<file path="config.mk">
export PLATFORM = sky130hd
export DESIGN_NAME = coherent_bus_controller
export DESIGN_NICKNAME = d
export VERILOG_FILES = /design/src/rtl/coherent_bus_controller.sv
export SDC_FILE = /design/constraint.sdc
export NUM_CORES = 1
export LEC_CHECK = 0
export CAP_MARGIN = 15
export CORE_AREA = 8 8 191 193
export DETAILED_ROUTE_END_ITERATION = 16
export DIE_AREA = 0 0 199 201
export PLACE_DENSITY = 0.52
export SYNTH_ARGS = -nofsm -noshare
export SYNTH_HDL_FRONTEND = slang
export SYNTH_SLANG_ARGS = --single-unit
</file>
<file path="constraint.sdc">
create_clock -name CLK -period 2.24 [get_ports CLK]
set_clock_uncertainty 0.2 [all_clocks]
set_input_delay 0.448 -clock CLK [delete_from_list [all_inputs] [get_ports CLK]]
set_output_delay 0.448 -clock CLK [all_outputs]
set_load 0.1 [all_outputs]
</file>
<file path="src/rtl/coherent_bus_controller.sv">
// Multi-CPU coherent memory controller: round-robin arbitration of icache/dcache requests onto one RAM port.
// Optional abort of stalled RAM accesses is enabled by defining CC_TIMEOUT_EN.
module coherent_bus_controller #(
    parameter int CPUS           = 2,
    parameter int TIMEOUT_CYCLES = 64
) (
    input  logic                   CLK,
    input  logic                   RST,
    input  logic [CPUS-1:0]        iREN,
    input  logic [32*CPUS-1:0]     iaddr,
    input  logic [CPUS-1:0]        dREN,
    input  logic [CPUS-1:0]        dWEN,
    input  logic [32*CPUS-1:0]     daddr,
    input  logic [32*CPUS-1:0]     dstore,
    input  logic [CPUS-1:0]        ccwrite,
    input  logic [CPUS-1:0]        cctrans,
    output logic [CPUS-1:0]        iwait,
    output logic [CPUS-1:0]        dwait,
    output logic [32*CPUS-1:0]     iload,
    output logic [32*CPUS-1:0]     dload,
    output logic [CPUS-1:0]        ccwait,
    output logic [CPUS-1:0]        ccinv,
    output logic [32*CPUS-1:0]     ccsnoopaddr,
    output logic                   ramREN,
    output logic                   ramWEN,
    output logic [31:0]            ramaddr,
    output logic [31:0]            ramstore,
    input  logic [31:0]            ramload,
    input  logic [1:0]             ramstate,
    output logic                   timeout
);

    localparam int CW = (CPUS > 1) ? $clog2(CPUS) : 1;

    typedef enum logic [1:0] {RS_FREE, RS_BUSY, RS_ACCESS, RS_ERROR} ramstate_t;
    typedef enum logic [1:0] {IDLE, SNOOP, MEM} state_t;

    state_t        state;
    logic [CW-1:0] rr;
    logic [CW-1:0] gcpu;
    logic          gdata;
    logic          gwrite;

    logic          win_found;
    logic [CW-1:0] win_cpu;
    logic          win_data;
    logic          win_write;
    logic          win_snoop;
    int            idx;

    logic          gactive;
    logic          done;

    function automatic logic [CW-1:0] wrap_inc(input logic [CW-1:0] v);
        if (int'(v) >= CPUS - 1)
            return '0;
        else
            return v + 1'b1;
    endfunction

    assign iload = {CPUS{ramload}};
    assign dload = {CPUS{ramload}};

    // Round-robin scan from rr; a CPU's data request outranks its instruction fetch.
    always_comb begin
        win_found = 1'b0;
        win_cpu   = '0;
        win_data  = 1'b0;
        win_write = 1'b0;
        win_snoop = 1'b0;
        idx       = 0;
        for (int off = 0; off < CPUS; off++) begin
            idx = int'(rr) + off;
            if (idx >= CPUS)
                idx = idx - CPUS;
            if (!win_found && (iREN[idx] || dREN[idx] || dWEN[idx])) begin
                win_found = 1'b1;
                win_cpu   = idx[CW-1:0];
                win_data  = dREN[idx] || dWEN[idx];
                win_write = dWEN[idx];
                win_snoop = (dREN[idx] || dWEN[idx]) && cctrans[idx];
            end
        end
    end

    assign gactive = gdata ? (dREN[gcpu] || dWEN[gcpu]) : iREN[gcpu];
    assign done    = (state == MEM) && gactive && (ramstate == RS_ACCESS);

    always_comb begin
        iwait = '1;
        dwait = '1;
        if (done) begin
            if (gdata)
                dwait[gcpu] = 1'b0;
            else
                iwait[gcpu] = 1'b0;
        end
    end

    // Address and write data follow the granted requester live while in MEM.
    always_comb begin
        ramaddr  = '0;
        ramstore = '0;
        if (state == MEM) begin
            if (gdata) begin
                ramaddr = daddr[int'(gcpu)*32 +: 32];
                if (gwrite)
                    ramstore = dstore[int'(gcpu)*32 +: 32];
            end else begin
                ramaddr = iaddr[int'(gcpu)*32 +: 32];
            end
        end
    end

`ifdef CC_TIMEOUT_EN
    logic [31:0] tcount;
`else
    logic unused_timeout_cfg;
    assign unused_timeout_cfg = (TIMEOUT_CYCLES == 0);
    assign timeout = 1'b0;
`endif

    always_ff @(posedge CLK) begin
        if (RST) begin
            state       <= IDLE;
            rr          <= '0;
            gcpu        <= '0;
            gdata       <= 1'b0;
            gwrite      <= 1'b0;
            ccwait      <= '0;
            ccinv       <= '0;
            ccsnoopaddr <= '0;
            ramREN      <= 1'b0;
            ramWEN      <= 1'b0;
`ifdef CC_TIMEOUT_EN
            tcount      <= '0;
            timeout     <= 1'b0;
`endif
        end else begin
            case (state)
                IDLE: begin
                    ramREN <= 1'b0;
                    ramWEN <= 1'b0;
                    ccwait <= '0;
                    ccinv  <= '0;
`ifdef CC_TIMEOUT_EN
                    timeout <= 1'b0;
                    tcount  <= '0;
`endif
                    if (win_found) begin
                        gcpu   <= win_cpu;
                        gdata  <= win_data;
                        gwrite <= win_write;
                        if (win_snoop) begin
                            // Every other dcache sees the snoop for exactly one cycle.
                            state <= SNOOP;
                            for (int j = 0; j < CPUS; j++) begin
                                if (j != int'(win_cpu)) begin
                                    ccwait[j]                <= 1'b1;
                                    ccinv[j]                 <= ccwrite[win_cpu];
                                    ccsnoopaddr[j*32 +: 32]  <= daddr[int'(win_cpu)*32 +: 32];
                                end
                            end
                        end else begin
                            state  <= MEM;
                            ramREN <= !(win_data && win_write);
                            ramWEN <= win_data && win_write;
                        end
                    end
                end
                SNOOP: begin
                    ccwait <= '0;
                    ccinv  <= '0;
                    state  <= MEM;
                    ramREN <= !gwrite;
                    ramWEN <= gwrite;
                end
                MEM: begin
                    if (!gactive) begin
                        // Requester withdrew: abandon without advancing fairness.
                        state  <= IDLE;
                        ramREN <= 1'b0;
                        ramWEN <= 1'b0;
                    end else if (ramstate == RS_ACCESS) begin
                        state  <= IDLE;
                        rr     <= wrap_inc(gcpu);
                        ramREN <= 1'b0;
                        ramWEN <= 1'b0;
`ifdef CC_TIMEOUT_EN
                    end else if (tcount == 32'(TIMEOUT_CYCLES - 1)) begin
                        state   <= IDLE;
                        rr      <= wrap_inc(gcpu);
                        ramREN  <= 1'b0;
                        ramWEN  <= 1'b0;
                        timeout <= 1'b1;
                    end else begin
                        tcount <= tcount + 32'd1;
`endif
                    end
                end
                default: begin
                    state  <= IDLE;
                    ramREN <= 1'b0;
                    ramWEN <= 1'b0;
                end
            endcase
        end
    end

endmodule

</file>
# Word level (Yosys, flattened, before mapping)
# Cells that the tools add are included.
[totals]
reg_bits = 76
inputBits = 238
output_inout_bits = 267
wordCells = 138
[classes]
addsub = 4
order_cmp = 8
eq_ne = 5
n_shift = 4
mux = 80
bitwise = 2
n_reduce_logical = 24
[op_table]
columns = ["cell", "count"]
rows = [
  ["$shiftx A64 B7 Y32", 4],
  ["$mux W32", 7],
  ["$lt A32 B3 Y1 const B", 2],
  ["$mux W1", 55],
  ["$mux W2", 12],
  ["$pmux W2 S2", 2],
  ["$reduce_and A4 Y1", 2],
  ["$logic_and A1 B1 Y1", 7],
  ["$logic_or A1 B1 Y1", 7],
  ["$pmux W1 S3", 2],
  ["$pmux W2 S3", 1],
  ["$eq A2 B2 Y1 const B", 2],
  ["$lt A1 B2 Y1 const B", 2],
  ["$reduce_and A2 Y1", 2],
  ["$logic_not A1 Y1", 3],
  ["$ne A3 B2 Y1 const B", 1],
  ["$reduce_and A3 Y1", 1],
  ["$sub A1 B2 Y3 const B", 1],
  ["$sub A2 B2 Y3 const B", 1],
  ["$add A1 B1 Y2 const B", 1],
  ["$eq A2 B1 Y1 const B", 1],
  ["$ge A1 B1 Y1 const B", 2],
  ["$ge A1 B2 Y1 const B", 1],
  ["$ge A2 B2 Y1 const B", 1],
  ["7 further kinds", 7],
]

# Longest topological paths before layout
# Gate-level depths: netlist (run 1).
[logic_depth]
depth_word = 17
ltp_mapped = 8
ltp_nobuf = 5

# Least setup slack after synthesis (run 1)
# OpenSTA, ideal clock, no wires.
[synth_timing]
path_kind = "flip-flop to output port"
startpoint = "reg state[1]"
endpoint = "out ramstore[10]"
arrival_ns = 2.551
t_required_ns = 1.592
setup_slack_ns = -0.959
path_stages_with_launch = 7
n_path_buf = 3
cell_sequence = "dfxtp_1 > clkbuf_1 > nor2b_1 > buf_2 > nand3_1 > clkbuf_1 > nor2_1"
[synth_between]
elab_chain_len = 2
[synth_lines]
columns = ["item", "line_no", "text"]
rows = [
  ["start: declaration", "38", "state_t state;"],
  ["start signal: assignment", "125", "state <= IDLE;"],
  ["start signal: assignment", "156", "state <= SNOOP;"],
  ["start signal: assignment", "165", "state <= MEM;"],
  ["$eq A2 B2 Y1", "104", "if (state == MEM) begin"],
  ["$mux W32", "104", ""],
  ["end: declaration", "27", "output logic [31:0] ramstore,"],
]
# No other way between the ends.

# Worst setup path in the final report (run 1)
[layout_timing]
startpoint = "reg gcpu"
endpoint = "out ramaddr[27]"
[layout_between]
elab_chain_len = 3
elab_cells_between_ends = 4
classes_between = "shift (2); mux (2)"
[layout_lines]
columns = ["item", "line_no", "text"]
rows = [
  ["start: declaration", "40", "logic [CW-1:0] gcpu;"],
  ["start signal: assignment", "151", "gcpu <= win_cpu;"],
  ["$shiftx A64 B7 Y32, on equally long branches", "110, 106", ""],
  ["$mux W32 *", "105", "if (gdata) begin"],
  ["$mux W32 *", "104", ""],
  ["end: declaration", "26", "output logic [31:0] ramaddr,"],
]
# Every way passes the cells marked *; elsewhere a longest branch is shown, timed or not.

==> metrics.log, run 1 <==
[metrics] status: finished with violations
[metrics] failing checks: negative setup slack
[metrics] combined area of all synthesized cells: 0.00619 mm²
[metrics] maximum number of pins on one net before global-route repair: 56
[metrics] total global routing track utilization: 0.154
[metrics] Final ANT Viol Nets: 0
[metrics] worst slack at placement: -0.549 ns
[metrics] Post-DP HPWL: 25.9 mm
[metrics] FILL cells: about 3,300
[metrics] TritonCTS Buffers: 9
[metrics] antenna violations before repair: 4
[metrics] Worst Hold Path EP: ccwait[0]$_SDFFE_PP0P_
[metrics] IO Count: roughly 510
[metrics] startpoint class of the critical path: flop
[metrics] clock latency on the worst-skew pair: approximately 0.33 ns
[metrics] height of the chip: ~200 µm
[metrics] Post-synth EDFFs: 0
[metrics] clock transition time at the flip-flop clock pins of the worst setup and hold paths: around 0.060 ns
[metrics] fraction of final layout cells sized beyond drive strength 1: 0.490
[metrics] cts-stage hold buffer count: 0
[metrics] Net count, final: roughly 1,200
[metrics] count of standard-cell rows: 67
[metrics] Finished Layout Cells: roughly 1,400
[metrics] highest net fanout along the worst path: 6
[metrics] Crit path required time: about 1.6 ns
[metrics] endpoint of the most critical register-to-register path: ramREN$_SDFFE_PP0P_
[metrics] initial cell density of the core: 0.186
[metrics] DRT iter0 DRCs: between 200 and 250
[metrics] achievable clock frequency: a little under 400 MHz
[metrics] final period demand of the worst path: about 2.5 ns
[metrics] number of slew-limit violations in the final report: 0
[metrics] crit share post-route: 1.14
[metrics] smallest hold slack: between 0.2 and 0.3 ns
[metrics] Setup-failing EPs final: 66
[metrics] synthesized net count: between 900 and 1,000
[metrics] final routed DRC violation total: 0
[metrics] Min-Delay Path Depth: 2
[metrics] critical path endpoint category: output port
[metrics] Max Cap Violations: 0
[metrics] final setup margin: -0.303 ns
[metrics] clock tree from TritonCTS: done
[metrics] leak pwr: 4.55 nW
[metrics] via count: around 6,100
[metrics] power consumption: 8.32 mW
[metrics] sequential element share of the synthesized area: 0.246
[metrics] Main synth FF type: dfxtp_1
[metrics] number of synthesis warnings: 0
[metrics] H-tree levels: 3
[metrics] number of instances in the synthesized netlist: 664
[metrics] register bit total from synthesis: 76
[metrics] slack of the worst reg-to-reg path: 0.19 ns
[metrics] number of endpoints with negative hold slack in the final report: 0
[metrics] Synth-to-Final Area Change: 94.4%
[metrics] placed instance area: about 0.011 mm²
[metrics] CTS sink cnt: 76
[metrics] final RePlAce weighted congestion: just over 0.8
[metrics] post-detailed-route via-to-cell ratio: about 4.3
[metrics] total negative slack for setup checks: -11.14 ns
[metrics] placed cell count: approximately 1,400
[metrics] unrepaired setup endpoints after global routing: yes
[metrics] GRT Residual Overflow: 0
[metrics] class of the tightest hold or removal check: reg2reg
[metrics] Core Box Area: approximately 0.033 mm²
[metrics] vias in the first global route: a little under 7,000
[metrics] DR WL/cell: 22.3 µm
[metrics] number of cell instances on the worst register-to-register path: 5
[metrics] Min-Delay Startpoint: ccwait[0]$_SDFFE_PP0P_
[metrics] post-synthesis area per instance: ~9.3 µm²
[metrics] clock tree root driver cell: clkbuf_16
[metrics] number of input and output port buffers inserted: approximately 340
[metrics] Die ar.: around 0.04 mm²
[metrics] die boundary width: 199 µm
[metrics] global-route wire length before repair: approximately 46 mm
[metrics] Setup CP Type: reg2out
[metrics] share of the core filled with cells in the final layout: 0.361
[metrics] synth unique cells: 45
[metrics] Clock Tree Buf Depth: 2
[metrics] arrival time reported for the critical path endpoint: 1.89 ns
[metrics] Max IR drop VDD: ~0.34 mV
[metrics] final design instance area without fill: ~0.012 mm²
[metrics] startpoint of the worst-slack reg-to-reg timing path: rr$_SDFFE_PP0P_
[metrics] power density over cell area: a little under 700 mW/mm²
[metrics] total iterations of the first detailed-routing run: 4
[metrics] Async SR Flop Fraction: 0
[metrics] wire length after detailed routing: 31.8 mm
## what timing repair did
action                                  4_1_cts  5_1_grt
endpoints found under the hold margin         0        0
endpoints found under the setup margin      133       81
pin swaps                                     9       25
cloned                                        2        5
resized for setup                           100       19
setup buffers                                 9        4
## report_power, final
| group | leakage (nW) | internal, mW | switching (mW) |
|---|---|---|---|
| Sequential | 0.620 | 1.47 | 0.0953 |
| Clock | 0.144 | 0.872 | 0.630 |
| Combinational | 3.78 | 2.21 | 3.04 |
## layout make-up
type	instances	area, µm²	share of cell area
repair buffers	480	5420	0.451
multi-input cells	396	4200	0.349
flip-flops and latches	76	1530	0.127
well taps	448	561	0.0466
clock buffers	11	233	0.0194
clock inverters	5	61.3	0.00510
inverters	5	20.0	0.00166
diodes	3	7.51	0.000624
## cell usage after synthesis (all sizes together) (2+ instances only)
| library cell | instances | area (µm²) |
|---|---|---|
| clkbuf | 32 | 131 |
| dfxtp | 76 | 1520 |
| nor2b | 3 | 18.8 |
| nor2 | 43 | 161 |
| o21ai | 34 | 181 |
| nor3b | 3 | 22.5 |
| nor3 | 4 | 30.0 |
| and2 | 34 | 213 |
| or3b | 2 | 17.5 |
| nand2b | 33 | 206 |
| mux2i | 66 | 661 |
| a21oi | 39 | 206 |
| a211oi | 33 | 398 |
| or2 | 2 | 12.5 |
| or3 | 4 | 25.0 |
| nand3 | 6 | 30.0 |
| nand4b | 32 | 280 |
| a221oi | 2 | 23.8 |
| nand2 | 9 | 33.8 |
| mux4 | 33 | 743 |
| inv | 4 | 15.0 |
| buf | 155 | 1120 |
| nand3b | 2 | 15.0 |
| a32oi | 2 | 17.5 |
## critical path: stages, from the launching register on
cell and delay (ns):
dfxtp_4 0.43, buf_12 0.16, mux4_2 0.59, and2_4 0.20, buf_12 0.15
## cells by family after synthesis
logic type / count (synthesis) / synth area share
compound gates: 116 / 0.144
buf+inv: 192 / 0.205
flops: 76 / 0.246
mux: 99 / 0.227
other cells: 1 / 0.000606
simple gates: 180 / 0.177
## flip-flops by register name, summed over array words and instances, names as in the netlist
register     flops
rr               1
gwrite           1
ccsnoopaddr     64
gdata            1
ramREN           1
ramWEN           1
gcpu             1
ccinv            2
ccwait           2
state            2
## cells in the final DEF, fill, tap and decap left out, types with 32 or more instances in the layout
cell type,n
mux2i_4,32
nand4b_1,32
clkdlybuf4s50_1,197
buf_12,92
buf_4,168
a21oi_1,38
nor2_4,32
nand2b_1,33
dfxtp_1,73
mux4_2,33
mux2i_1,34
o21ai_1,33
and2_4,33
## worst max-delay path by stage
stage | slack [ns] | end | start | cells after the start
finish | -0.30 | ramaddr[27] | gcpu$_SDFFE_PP0P_ | 4
global route | -0.36 | iwait[0] | gcpu$_SDFFE_PP0P_ | 5
CTS | -0.33 | ramaddr[27] | gcpu$_SDFFE_PP0P_ | 4
detailed placement | -0.55 | dwait[1] | dREN[1] | 6
global placement | -0.55 | dwait[1] | dREN[1] | 6
floorplan | -0.04 | dwait[1] | dREN[1] | 4
## per-layer routing
layer	global-route usage	vias up	wire, µm
met1	0.164	2914	11700
met2	0.275	351	16300
met5	0	-	13
li1	-	2848	-
met4	0.0381	2	620
met3	0.0667	33	3220
Power figures use the tool's default switching activity.
==> run 2: changes to the inputs <==
Settings changed: SKIP_CTS_REPAIR_TIMING set to 1.
==> run 2 against run 1 <==
Net effect:
- the flow still finishes with violations (negative setup slack)
- final area shrank 0.55%
- routed wire length down 0.64%
- power shrank 0.41%
- largest power group unchanged
- highest routed layer unchanged
==> metrics.log, run 2 (same netlist as run 1, synthesis figures left out) <==
[metrics] status: finished with violations
[metrics] failing checks: negative setup slack
[metrics] DR WL/cell: between 20 and 25 µm
[metrics] final RePlAce weighted congestion: about 0.8
[metrics] global-route wire length before repair: between 40 and 50 mm
[metrics] die boundary width: 199 µm
[metrics] Min-Delay Startpoint: ccwait[0]$_SDFFE_PP0P_
[metrics] clock transition time at the flip-flop clock pins of the worst setup and hold paths: about 0.060 ns
[metrics] height of the chip: between 200 and 250 µm
[metrics] Max IR drop VDD: approximately 0.34 mV
[metrics] final setup margin: -0.278 ns
[metrics] CP Buf/Inv Count: 2
[metrics] switching portion of total power: 0.453
[metrics] startpoint class of the critical path: flop
[metrics] Die ar.: 0.0400 mm²
[metrics] total global routing track utilization: 0.151
[metrics] CTS sink cnt: between 70 and 80
[metrics] stage delay of the slowest cell on the critical path: 0.57 ns
[metrics] leak pwr: around 4.5 nW
[metrics] final routed DRC violation total: 0
[metrics] maximum number of pins on one net before global-route repair: 56
[metrics] global routing met2 resource utilization: 0.270
[metrics] Finished Layout Cells: between 1,000 and 1,500
[metrics] class of the tightest hold or removal check: reg2reg
[metrics] slack of the worst reg-to-reg path: ~0.19 ns
[metrics] IO Count: approximately 510
[metrics] clock tree from TritonCTS: done
[metrics] cells along the critical path: buf_12, mux4_2, and2_4, buf_12
[metrics] Final ANT Viol Nets: 0
[metrics] H-tree levels: 3
[metrics] endpoint of the most critical register-to-register path: ramREN$_SDFFE_PP0P_
[metrics] power density over cell area: between 600 and 700 mW/mm²
[metrics] Max Cap Violations: 0
[metrics] most used routing layer: met2
[metrics] post-detailed-route via-to-cell ratio: between 4 and 5
[metrics] cell repeated most along the worst path: buf_12
[metrics] Reg with most FFs: ccsnoopaddr
[metrics] number of cell instances on the worst register-to-register path: 5
[metrics] internal power: approximately 4.5 mW
[metrics] TritonCTS Buffers: 9
[metrics] GRT Residual Overflow: 0
[metrics] Crit. path cell count: 4
[metrics] clock tree root driver cell: clkbuf_16
[metrics] critical path endpoint category: output port
[metrics] Net count, final: 1,203
[metrics] Combinational Power Share: 0.631
[metrics] Clock Tree Buf Depth: 2
[metrics] wire length after detailed routing: approximately 32 mm
[metrics] Worst Hold Path EP: ccwait[0]$_SDFFE_PP0P_
[metrics] cell family with the largest share of critical-path delay: multiplexers
[metrics] Core Box Area: 0.0333 mm²
[metrics] startpoint of the worst-slack reg-to-reg timing path: rr$_SDFFE_PP0P_
[metrics] count of standard-cell rows: 67
[metrics] Crit path required time: around 1.6 ns
[metrics] FILL cells: 3,291
[metrics] worst slack at placement: -0.549 ns
[metrics] smallest hold slack: approximately 0.26 ns
[metrics] Min-Delay Path Depth: 2
[metrics] number of flip-flops under the largest register name: 64
[metrics] Synth-to-Final Area Change: 93.3%
[metrics] via count: approximately 6,100
[metrics] most common cell after layout, fill and taps aside: clkdlybuf4s50_1
[metrics] arrival time reported for the critical path endpoint: roughly 1.9 ns
[metrics] number of endpoints with negative hold slack in the final report: 0
[metrics] highest net fanout along the worst path: 11
[metrics] total iterations of the first detailed-routing run: 4
[metrics] final design instance area without fill: around 0.012 mm²
[metrics] Setup-failing EPs final: 68
[metrics] part of the total power dissipated in sequential elements: 0.188
[metrics] placed instance area: between 0.01 and 0.015 mm²
[metrics] most frequent cells in the layout: clkdlybuf4s50_1 (197), buf_4 (172), buf_12 (94)
[metrics] vias in the first global route: approximately 6,700
[metrics] final period demand of the worst path: 2.52 ns
[metrics] origin of the worst setup path: gcpu$_SDFFE_PP0P_
[metrics] power consumption: a little over 8 mW
[metrics] met1 demand-to-capacity share in global routing: 0.161
[metrics] Post-DP HPWL: about 26 mm
[metrics] number of slew-limit violations in the final report: 0
[metrics] DRT iter0 DRCs: about 220
[metrics] clock latency on the worst-skew pair: approximately 0.33 ns
[metrics] crit share post-route: 1.12
[metrics] slowest stage cell on the critical path: mux4_2
[metrics] achievable clock frequency: just under 400 MHz
[metrics] initial cell density of the core: 0.186
[metrics] placed cell count: 1,397
[metrics] antenna violations before repair: 4
[metrics] GR Layer Usage met3: 0.0664
[metrics] number of input and output port buffers inserted: 343
[metrics] fraction of final layout cells sized beyond drive strength 1: 0.485
[metrics] clock share of power: 0.181
[metrics] Setup CP Type: reg2out
[metrics] unrepaired setup endpoints after global routing: yes
[metrics] Net Switching: ~3.8 mW
[run 2: changes by cell type in the layout (fill, tap and decap cells not counted), moves of 2 or more]
cell	previous run	this run
buf_4	168	172
dlymetal6s2s_1	1	7
buf_12	92	94
dlygate4sd2_1	2	0
buf_2	3	0
buf_6	8	2
buf_16	3	0
[run 2: layout make-up]
| class | instances | area (µm²) | area share |
|---|---|---|---|
| inverter | 5 | 22.5 | 0.00188 |
| sequential | 76 | 1530 | 0.128 |
| antenna | 3 | 7.51 | 0.000628 |
| clock inverter | 5 | 61.3 | 0.00513 |
| tap | 448 | 561 | 0.0469 |
| clock buffer | 11 | 233 | 0.0195 |
| timing repair buffer | 477 | 5360 | 0.448 |
| multi-input combinational | 396 | 4190 | 0.350 |
[run 2: stage by stage]
stage,setup TNS [ns],util
5_1_grt,-16.56,0.359
6_report,-11.34,0.359
2_1_floorplan,-0.0769,-
4_1_cts,-20.69,0.340
3_5_place_dp,-36.34,0.332
3_3_place_gp,-36.61,0.332
[run 2: layer usage]
layer  routed length [µm]  part of all wire
met1                11600              0.37
met2                16200              0.51
met5                   13           0.00041
met3                 3220              0.10
met4                  559             0.018
[run 2: power groups by stage]
stage	clock network (mW)	registers (mW)	logic (mW)
after floorplan	0	2.23	3.42
after global placement	0	1.59	4.89
after detailed placement	0	1.59	4.90
after CTS	1.57	1.56	4.91
after global routing	1.63	1.57	5.46
final	1.50	1.56	5.22
[run 2: worst max-delay path by stage]
stage,end
detailed placement,dwait[1]
CTS,dwait[1]
global route,iwait[0]
floorplan,dwait[1]
global placement,dwait[1]
finish,ramaddr[27]
[run 2: tightest hold or removal path: cells and delay by family, from the launching register on]
kind,cells,cell delay [ns]
compound gates,1,0.05
flops,1,0.31
simple gates,1,0.05
==> run 3: changes to the inputs <==
Settings changed: TNS_END_PERCENT set to 5.
==> run 3 against run 2 <==
Net effect:
- the flow still finishes with violations (negative setup slack)
- count of clock-buffer cells in the layout down 2
- via count is 0.25% higher
- global-route usage decreased by 0.33 points
- non-clock buffer count rose by 15
- clock power increased by 7%
- cell count up 0.84%
- utilization down 0.27 points
- sequential share of layout area up 0.12 points
- die area unchanged
- final area shrank 0.76%
- combinational power barely moved
- critical path depth rose by 1
- critical path type unchanged
- highest routed layer unchanged
==> metrics.log, run 3 (same netlist as run 1, synthesis figures left out) <==
[metrics] total global routing track utilization: 0.148
[metrics] CTS sink cnt: 76
[metrics] Setup-failing EPs final: between 60 and 70
[metrics] clock latency on the worst-skew pair: between 0.3 and 0.4 ns
[metrics] wire length after detailed routing: 31.6 mm
[metrics] Min-Delay Path Depth: 2
[metrics] worst slack at placement: -0.555 ns
[metrics] total negative slack for setup checks: -13.78 ns
[metrics] final design instance area without fill: ~0.012 mm²
[metrics] TritonCTS Buffers: 9
[metrics] placed cell count: approximately 1,400
[metrics] Crit path required time: roughly 1.6 ns
[metrics] crit share post-route: 1.17
[metrics] number of slew-limit violations in the final report: 0
[metrics] clock tree root driver cell: clkbuf_16
[metrics] total iterations of the first detailed-routing run: 4
[metrics] power density over cell area: a little over 700 mW/mm²
[metrics] status: finished with violations
[metrics] Core Box Area: 0.0333 mm²
[metrics] Post-DP HPWL: roughly 25 mm
[metrics] count of standard-cell rows: 67
[metrics] unrepaired setup endpoints after global routing: yes
[metrics] DR WL/cell: approximately 22 µm
[metrics] Clock Tree Buf Depth: 2
[metrics] number of input and output port buffers inserted: between 300 and 400
[metrics] FILL cells: between 3,000 and 4,000
[metrics] most frequent cells in the layout: clkdlybuf4s50_1 (199), buf_4 (187), buf_12 (89)
[metrics] clock tree from TritonCTS: done
[metrics] antenna diode count: 0
[metrics] initial cell density of the core: 0.186
[metrics] via count: between 6,000 and 7,000
[metrics] Setup CP Type: reg2out
[metrics] number of endpoints with negative hold slack in the final report: 0
[metrics] fraction of final layout cells sized beyond drive strength 1: 0.491
[metrics] final period demand of the worst path: between 2 and 3 ns
[metrics] final routed DRC violation total: 0
[metrics] number of flip-flops under the largest register name: 64
[metrics] power consumption: roughly 8.4 mW
[metrics] slack of the worst reg-to-reg path: ~0.18 ns
[metrics] die boundary width: about 200 µm
[metrics] post-detailed-route via-to-cell ratio: approximately 4.3
[metrics] startpoint class of the critical path: flop
[metrics] startpoint of the worst-slack reg-to-reg timing path: gcpu$_SDFFE_PP0P_
[metrics] Final ANT Viol Nets: 0
[metrics] slowest stage cell on the critical path: mux4_2
[metrics] Min-Delay Startpoint: ccsnoopaddr[21]$_SDFFE_PP0P_
[metrics] critical path endpoint category: output port
[metrics] antenna violations before repair: 1
[metrics] Max Cap Violations: 0
[metrics] Synth-to-Final Area Change: 91.8%
[metrics] H-tree levels: 3
[metrics] DRT iter0 DRCs: 280
[metrics] highest net fanout along the worst path: 8
[metrics] class of the tightest hold or removal check: reg2reg
[metrics] Max IR drop VDD: between 0.4 and 0.5 mV
[metrics] Die ar.: around 0.040 mm²
[metrics] IO Count: between 500 and 600
[metrics] Worst Hold Path EP: ccsnoopaddr[21]$_SDFFE_PP0P_
[metrics] final setup margin: -0.374 ns
[metrics] endpoint of the most critical register-to-register path: ramWEN$_SDFFE_PP0P_
[metrics] final RePlAce weighted congestion: around 0.8
[metrics] failing checks: negative setup slack
[metrics] stage delay of the slowest cell on the critical path: 0.49 ns
[metrics] maximum number of pins on one net before global-route repair: 43
[metrics] leak pwr: between 4 and 5 nW
[metrics] global-route wire length before repair: about 44 mm
[metrics] Finished Layout Cells: 1,433
[metrics] achievable clock frequency: 383 MHz
[metrics] Net count, final: approximately 1,200
[metrics] vias in the first global route: about 6,600
[metrics] Reg with most FFs: ccsnoopaddr
[metrics] GRT Residual Overflow: 0
[metrics] cells along the critical path: buf_4, clkbuf_16, mux4_2, and2_2, buf_12
[metrics] arrival time reported for the critical path endpoint: 1.97 ns
[metrics] most common cell after layout, fill and taps aside: clkdlybuf4s50_1
[metrics] placed instance area: 0.0109 mm²
[metrics] clock transition time at the flip-flop clock pins of the worst setup and hold paths: around 0.070 ns
[metrics] height of the chip: ~200 µm
[metrics] number of cell instances on the worst register-to-register path: 6
-- run 3: changes by cell type in the layout (fill, tap and decap cells not counted), moves of 3 or more --
cell	change
buf_4	+15
mux2i_1	+4
diode_2	-3
and2_4	-7
buf_12	-5
mux2i_4	-14
and2_2	+6
buf_6	+8
mux2i_2	+10
-- run 3: how the worst max path moves through the flow --
stage | from | endpoint | slack (ns) | depth (start not counted)
after floorplan | dREN[1] | dwait[1] | -0.04 | 4
after global placement | dREN[1] | ccsnoopaddr[58]$_SDFFE_PP0P_ | -0.56 | 8
after detailed placement | dWEN[0] | dwait[1] | -0.55 | 6
after CTS | dWEN[0] | dwait[1] | -0.56 | 6
after global routing | gcpu$_SDFFE_PP0P_ | iwait[0] | -0.44 | 6
final | gcpu$_SDFFE_PP0P_ | ramaddr[14] | -0.37 | 5
-- run 3: area by class of cell --
type,instances,area [µm²],area share
repair buffers,492,5400,0.455
multi-input cells,396,4050,0.341
flip-flops and latches,76,1530,0.129
well taps,448,561,0.0472
clock buffers,9,225,0.0190
clock inverters,7,80.1,0.00675
inverters,5,22.5,0.00190
-- run 3: per-stage QoR --
step,hold slack (ns),util
final,0.268,0.357
after global routing,0.288,0.357
after CTS,0.272,0.338
after detailed placement,0.256,0.329
after global placement,0.246,0.329
after floorplan,0.347,-
-- run 3: critical path, delay by kind of cell, from the launching register on --
kind / cells / cell delay [ns]
flops: 1 / 0.42
buf+inv: 3 / 0.48
mux: 1 / 0.49
simple gates: 1 / 0.22
-- run 3: routing by layer --
layer  up-vias  wire length, µm  global-route usage
met3        19             2940              0.0585
met4         2              411              0.0302
li1       2882                -                   -
met2       316            16400               0.264
met1      2905            11800               0.162
met5         -               13                   0
-- run 3: power breakdown --
group,internal [mW],total [mW],switching (mW)
Sequential,1.47,1.55,0.0838
Clock,0.885,1.61,0.722
Combinational,2.16,5.19,3.03
